$ cat src/rtl/pipe_pkg.sv
// Shared pipeline definitions: hazard-unit state encoding, WB field layout
// and forwarding-select codes used by the EX-stage forwarding mux.
package pipe_pkg;

  typedef enum logic {
    ST_RUN   = 1'b0,
    ST_STALL = 1'b1
  } state_t;

  localparam int WB_REGWRITE_BIT = 2;

  localparam logic [1:0] FWD_EXMEM = 2'b00;
  localparam logic [1:0] FWD_MEMWB = 2'b01;
  localparam logic [1:0] FWD_NONE  = 2'b10;

endpackage

$ cat src/rtl/hazard_stall_unit_sat_counter.sv
// Up-counter that sticks at all-ones instead of wrapping; the active-low
// clear is asynchronous so it tracks the pipeline reset directly.
module sat_counter #(
  parameter int W = 16
) (
  input  logic         clk,
  input  logic         clr_n,
  input  logic         en,
  output logic [W-1:0] count
);

  logic [W-1:0] count_reg;

  always_ff @(posedge clk or negedge clr_n) begin
    if (!clr_n) begin
      count_reg <= '0;
    end else if (en && (count_reg != {W{1'b1}})) begin
      count_reg <= count_reg + 1'b1;
    end
  end

  assign count = count_reg;

endmodule

$ cat src/rtl/hazard_stall_unit.sv
// Load-use stall and taken-branch flush controller for the 5-stage pipeline,
// with saturating stall/flush counters for performance debug.
module hazard_stall_unit
  import pipe_pkg::*;
#(
  parameter int LOAD_STALL_CYCLES = 1,
  parameter int CNT_W             = 16
) (
  input  logic             clk,
  input  logic             reset,
  input  logic             IDEX_MemRead,
  input  logic [4:0]       IDEX_Rt,
  input  logic [4:0]       IFID_Rs,
  input  logic [4:0]       IFID_Rt,
  input  logic             IFID_UsesRt,
  input  logic             EXMEM_BrTaken,
  output logic             PCWrite,
  output logic             IFID_Write,
  output logic             IDEX_Bubble,
  output logic             IFID_Flush,
  output logic             IDEX_Flush,
  output logic             EXMEM_Flush,
  output logic [CNT_W-1:0] stall_count,
  output logic [CNT_W-1:0] flush_count
);

  localparam logic [1:0] REM_INIT = 2'(LOAD_STALL_CYCLES - 1);

  state_t     state_reg, state_next;
  logic [1:0] rem_reg, rem_next;
  logic       hz;

  // $0 is hardwired, so a load "into" it never creates a dependency.
  assign hz = IDEX_MemRead && (IDEX_Rt != 5'd0) &&
              ((IDEX_Rt == IFID_Rs) || (IFID_UsesRt && (IDEX_Rt == IFID_Rt)));

  always_comb begin
    state_next = state_reg;
    rem_next   = rem_reg;
    if (EXMEM_BrTaken) begin
      state_next = ST_RUN;
      rem_next   = 2'd0;
    end else if (state_reg == ST_STALL) begin
      rem_next = rem_reg - 2'd1;
      if (rem_reg == 2'd1) begin
        state_next = ST_RUN;
      end
    end else if (hz && (LOAD_STALL_CYCLES > 1)) begin
      state_next = ST_STALL;
      rem_next   = REM_INIT;
    end
  end

  always_ff @(posedge clk or negedge reset) begin
    if (!reset) begin
      state_reg <= ST_RUN;
      rem_reg   <= 2'd0;
    end else begin
      state_reg <= state_next;
      rem_reg   <= rem_next;
    end
  end

  // The branch is the older instruction, so it overrides any stall.
  always_comb begin
    PCWrite     = 1'b1;
    IFID_Write  = 1'b1;
    IDEX_Bubble = 1'b0;
    IFID_Flush  = 1'b0;
    IDEX_Flush  = 1'b0;
    EXMEM_Flush = 1'b0;
    if (!reset) begin
      PCWrite     = 1'b0;
      IFID_Write  = 1'b0;
      IDEX_Bubble = 1'b1;
    end else if (EXMEM_BrTaken) begin
      IFID_Flush  = 1'b1;
      IDEX_Flush  = 1'b1;
      EXMEM_Flush = 1'b1;
    end else if ((state_reg == ST_STALL) || hz) begin
      PCWrite     = 1'b0;
      IFID_Write  = 1'b0;
      IDEX_Bubble = 1'b1;
    end
  end

  sat_counter #(.W(CNT_W)) u_stall_cnt (
    .clk   (clk),
    .clr_n (reset),
    .en    (IDEX_Bubble),
    .count (stall_count)
  );

  sat_counter #(.W(CNT_W)) u_flush_cnt (
    .clk   (clk),
    .clr_n (reset),
    .en    (EXMEM_BrTaken),
    .count (flush_count)
  );

endmodule

$ cat config.mk
export PLATFORM = sky130hd
export DESIGN_NAME = hazard_stall_unit
export DESIGN_NICKNAME = d
export VERILOG_FILES = /design/src/rtl/pipe_pkg.sv /design/src/rtl/hazard_stall_unit_sat_counter.sv /design/src/rtl/hazard_stall_unit.sv
export SDC_FILE = /design/constraint.sdc
export NUM_CORES = 1
export LEC_CHECK = 0
export ABC_AREA = 0
export BUFFER_PORTS_ARGS = -buffer_cell sky130_fd_sc_hd__buf_2
export CAP_MARGIN = 20
export CORE_ASPECT_RATIO = 0.9
export CORE_UTILIZATION = 39
export DETAILED_ROUTE_END_ITERATION = 7
export PLACE_DENSITY_LB_ADDON = 0.05
export SLEW_MARGIN = 20
export SYNTH_ARGS = -nofsm -noshare
export SYNTH_HDL_FRONTEND = slang
export SYNTH_SLANG_ARGS = --single-unit
export TNS_END_PERCENT = 10
$ cat constraint.sdc
create_clock -name clk -period 5.3 [get_ports clk]
set_input_delay 0.265 -clock clk [delete_from_list [all_inputs] [get_ports clk]]
set_output_delay 0.265 -clock clk [all_outputs]
set_load 0.1 [all_outputs]
== Yosys cells after proc, flatten, opt, wreduce, memory -nomap -nowiden ==
Index checks and enable logic that the tools add are counted.
Widths: inputs -> output; s select.

* Reduce and logical (&&, ||, !) cells: 9
* Multiplexer cells: 13
* Shifts and indexed selects: 0
* Add/sub/neg operators: 3
* Multiply operators: 0
* Div/mod/pow operators: 0
* Equal/unequal tests: 5
* Order comparisons: 0
* Bitwise logic cells: 0

{| class="wikitable"
|+ Operators by type and width
! cell !! count
|-
| $add 16x1->16 const B || 2
|-
| $ne 16x16->1 const B || 2
|-
| $mux 1 || 11
|-
| $eq 5x5->1 || 2
|-
| $logic_and 1x1->1 || 5
|-
| $reduce_bool 5->1 || 1
|-
| $mux 2 || 2
|-
| $eq 2x1->1 const B || 1
|-
| $logic_or 1x1->1 || 2
|-
| $reduce_bool 2->1 || 1
|-
| $sub 2x1->2 const B || 1
|}

* Register bits after elaboration: 35
* Memory bits (read-only): 0
* Bits of input ports: 20
* Bits in writable memories: 0
* Bits in latches: 0
* Memories kept: 0

== Longest topological paths before layout ==
* Depth after elaboration: 9
* Gate-level depth with buffers: 7
* Mapped depth without buffers: 7

== By module ==
From an unflattened synthesis, not the netlist that was laid out.

* Cell total of the unflattened synthesis: 177
* Area, all modules: 2024.4 µm²

{| class="wikitable"
|+ Modules (own cells, without submodules)
! module !! seq. area each (µm²) !! cells each !! area an instance (µm²) !! times used
|-
| sat_counter || 400.4 || 72 || 859.6 || 2
|-
| hazard_stall_unit || 75.1 || 33 || 305.3 || 1
|}

== Least setup slack after synthesis ==
OpenSTA, ideal clock, no wires.

* Path type: register to register
* Start point: register u_stall_cnt.count_reg[0], in the netlist u_stall_cnt.count[0]
* End point: register u_stall_cnt.count_reg[1], in the netlist u_stall_cnt.count[1]
* Slack: 2632 ps
* Library setup time: 128 ps
* Data required time: 5172 ps
* Path buffers: 0
* Arrival time: 2539 ps
* Stages on the path, launching flop included: 8
* Cell sequence: dfrtp_1 > ha_1 > and3_1 > and3_1 > nand3_2 > nor3_4 > nor2_2 > mux2_1

* Word-level cells in the longest chain between the ends: 2

{| class="wikitable"
|+ RTL lines
! what !! RTL line !! source
|-
| from (decl) || hazard_stall_unit_sat_counter.sv:12 || <nowiki>logic [W-1:0] count_reg;</nowiki>
|-
| from (signal assigned) || hazard_stall_unit_sat_counter.sv:18 || <nowiki>count_reg <= count_reg + 1'b1;</nowiki>
|-
| parallel branches: the longest is 2 deep, another holds $add 16x1->16 || -- ||
|}

Several ways; the timed one is not identified.
A chain may end at the register's enable or synchronous reset.

== Worst setup path in the final report ==
* Start point: input port reset
* End point: output port PCWrite

* Word-level cells in the longest chain between the ends: 1

{| class="wikitable"
|+ RTL lines
! what !! RTL line !! source
|-
| from (decl) || hazard_stall_unit.sv:10 || <nowiki>input logic reset,</nowiki>
|-
| $mux 1 || hazard_stall_unit.sv:72 || <nowiki>if (!reset) begin</nowiki>
|-
| to (decl) || hazard_stall_unit.sv:17 || <nowiki>output logic PCWrite,</nowiki>
|}

Every way passes these cells.

==> impl.org <==
** Clocking
- CTS Hold Bufs :: 0
- CTS saw 35 sinks.
- Bufs on Longest Clock Path :: 2
- The root buffer cell chosen for the clock tree is sky130_fd_sc_hd__clkbuf_8.
- The H-tree generated during clock tree synthesis spans 2 levels.
- Clock latency at the later pin of the worst-skew pair :: 290 ps
- TritonCTS clock tree :: built
- Resized Gates After CTS :: 0
- After clock tree synthesis, the clock-pin slew on the worst setup and hold paths is around 70 ps.
- Buffers inserted during clock tree synthesis total 5.
- The number of setup buffers added after CTS is 0.

** GRT
- Vias in the first global route :: 1346
- In the global route stage, overall resource usage came out at 16.4%.
- Maximum number of pins on one net before global-route repair :: 38
- The number of antenna violations at the first check in global routing was 0.
- The total overflow left after global routing is 0.
- The first global-routing pass estimated 6150 µm of wire.

** Critical path
- The cell family contributing the most delay on the critical path is buffers and inverters.
- WP data arrival :: 2120 ps
- Cell chain of the critical path :: buf_2, nand2_1, a21oi_4, buf_2
- In this design, the stage delay of the slowest critical-path cell is 610 ps.
- Peak fanout along the critical path :: 37
- WP buf/inv :: 2
- On the critical path, the stage with the largest delay is an instance of sky130_fd_sc_hd__buf_2.
- Type of origin of the critical path :: primary input
- Required time at the endpoint of the critical path :: 5040 ps
- Cell mode on critical path :: sky130_fd_sc_hd__buf_2
- The worst setup path is of the primary input to primary output kind.
- The worst setup path is captured at a primary output.

** Floorplanning
- The die is around 68 µm tall.
- Number of placed I/O pins :: 58
- Placeable core area :: 4550 µm²
- Measured along the x axis, the die boundary spans between 70 and 80 µm.
- After floorplanning, the core was divided into 23 placement rows.
- The floorplan step defined a die boundary enclosing 5100 µm².
- Initial cell density of the core :: about two fifths

** Placed design
- IO Port Bufs :: 57
- At the end of routability-driven placement, the weighted congestion stood at roughly 0.72.
- Placed inst area :: about 2200 µm²
- Placed wire-length estimate :: 2800 µm

** Synthesis
- Of all cell types, the one taking the most synthesized area is sky130_fd_sc_hd__dfrtp_1.
- Synthesized net count :: around 210
- Yosys warnings :: 0
- Sequential cells were found to cover between 40% and 50% of the synthesized design area.
- A synthesized cell averages ~10 µm².
- Unique cell type count in the Yosys netlist :: 36
- Yosys mapped a number of flops with a built-in enable equal to 0.
- Ranked by total cell area, the synthesized netlist is headed by sky130_fd_sc_hd__dfrtp_1, sky130_fd_sc_hd__xnor2_1, sky130_fd_sc_hd__xor2_1.
- Summing every instance area after synthesis gives 1880 µm².
- Counting flops and latches in the post-synthesis netlist gives 35.
- Among all cell types in the netlist, the one instantiated most often is sky130_fd_sc_hd__dfrtp_1.
- Synthesis produced a netlist whose cell count is around 180.
- Top_reg_cell synth :: sky130_fd_sc_hd__dfrtp_1
- Share of synthesized flip-flops with an asynchronous set or reset :: 100%
- Synth top area share :: ~47%
- Ranked by instance count, the synthesized netlist is headed by sky130_fd_sc_hd__dfrtp_1, sky130_fd_sc_hd__nand2_1, sky130_fd_sc_hd__xnor2_1.

** Worst hold path
- The tightest min-delay check is of the primary input to asynchronous set/reset pin type.

** Timing
- For the finished layout, the period the worst path requires is 2380 ps.
- For the pin with the worst max-slew slack, the measured transition is 808 ps.
- Relative slew slack :: 46.2%
- Final total negative setup slack :: 0 ps
- Final-report max-slew violation count :: 0
- The final hold violation count is 0.
- Number of setup violations in the final report :: 0
- After layout, the worst path uses 45.0% of the clock period.
- Final clock skew :: 6.64 ps
- Setup repair after global routing missed its margin :: no
- Derived from the worst setup path, the maximum achievable clock frequency is between 400 and 500 MHz.

** Power and ir drop
- Total power density per cell area :: 590 nW/µm²
- The worst-case IR drop observed on VDD is 0.000557 V.
- Cell leakage power :: 1.09 nW

** Layout
- The finished cells cover 2320 µm².
- # diodes :: 0
- After filler insertion, the fill cell instance count of the layout stands at roughly 460.
- Multi-input gate area in the final layout :: 956 µm²
- Relative to the synthesized area, the layout overhead comes to 23.2%.
- Share of layout cells above drive strength 1 :: 30.3%
- Reg area :: 876 µm²
- At the end of the flow, the number of nets in the layout was 267.

** Detailed routing
- Avg WL per Cell :: 12.5 µm
- The detail route stage leaves a number of antenna-violating nets equal to 0.
- In the routed design, unresolved DRC markers number 0.
- The detailed router placed 1530 vias in this run.
- Via count normalized by instance count :: around 5.0
- Sum of routed wire length over all layers :: 3830 µm
- The first TritonRoute pass finished after 4 iterations.
- Starting DRC count in detailed routing :: 63

** Job
- Across the run, the number of max-cap violations was 0.

** Run status
- Status :: completed
==> layout by cell type (no fill, tap or decap), drive strengths merged, types with 4 or more instances in the layout <==
cell and count:
nor4 4, mux2 5, dfrtp 35, xor2 14, buf 57, nor2 15, clkbuf 5, nand3 15
nor3 11, and3 5, inv 4, xnor2 21, nand4 8, nand2 21
==> kinds of logic after synthesis <==
| logic type | synth area share (%) |
|---|---|
| xor gates and xnor gates | 16.3 |
| and+or+nand+nor | 23.5 |
| muxes | 3.53 |
| AOI/OAI and AO/OA | 5.52 |
| adders and majority gates | 2.00 |
| DFF | 46.6 |
| buffers and inverters | 2.59 |
==> worst register-to-register path, cell delays in order (launching register included) <==
cell,delay (ps)
sky130_fd_sc_hd__dfrtp_1,400
sky130_fd_sc_hd__ha_1,220
sky130_fd_sc_hd__and3_1,180
sky130_fd_sc_hd__and3_1,310
sky130_fd_sc_hd__nand3_2,180
sky130_fd_sc_hd__nor3_4,360
sky130_fd_sc_hd__nor2_2,110
sky130_fd_sc_hd__mux2_1,320
==> worst paths after layout <==
kind	endpoint	startpoint	slack (ps)	depth (start not counted)
worst max-delay path	PCWrite	reset	2920	4
worst min-delay path	u_flush_cnt.count[9]$_DFFE_PN0P_	reset	70	1
worst max register to register	u_stall_cnt.count[1]$_DFFE_PN0P_	u_stall_cnt.count[0]$_DFFE_PN0P_	3100	7
worst min register to register	u_flush_cnt.count[11]$_DFFE_PN0P_	u_flush_cnt.count[11]$_DFFE_PN0P_	490	1
max in group asynchronous	u_stall_cnt.count[11]$_DFFE_PN0P_	reset	4720	1
min in group clk	rem_reg[1]$_DFFE_PN0P_	EXMEM_BrTaken	260	2
==> routing by layer <==
layer	routed length (µm)	global-route usage [%]	up-vias	part of all wire, %
li1	-	-	760	-
met1	1980	23.7	719	52
met2	1540	22.5	46	40
met3	263	4.86	5	6.9
met4	43	7.41	0	1.1
met5	0	0	-	0
==> through the flow <==
stage	total power, mW	setup slack [ps]	cells	hold WS (ps)	util, %
after floorplan	1.02	2630	184	-30.6	-
after global placement	1.14	2840	299	427	48.6
after detailed placement	1.14	2810	299	421	48.6
after CTS	1.38	2820	306	99.5	50.9
after global routing	1.43	2680	306	130	50.9
final	1.37	2920	306	71.3	50.9
==> where the power goes <==
part | leakage [nW] | switching, mW | total [mW] | internal, mW
clock network | 0.0502 | 0.0960 | 0.233 | 0.137
logic | 0.599 | 0.597 | 0.718 | 0.121
registers | 0.439 | 0.0826 | 0.416 | 0.333
total | 1.09 | 0.776 | 1.37 | 0.592
==> area by class of cell <==
cell class | count | area share, %
Clock buffer | 5 | 2.97
Multi-Input combinational cell | 141 | 41.3
Tap cell | 62 | 3.35
Clock inverter | 2 | 1.62
Sequential cell | 35 | 37.8
Timing Repair Buffer | 57 | 12.3
Inverter | 4 | 0.648
No activity file was read; power rests on OpenSTA's default activity.
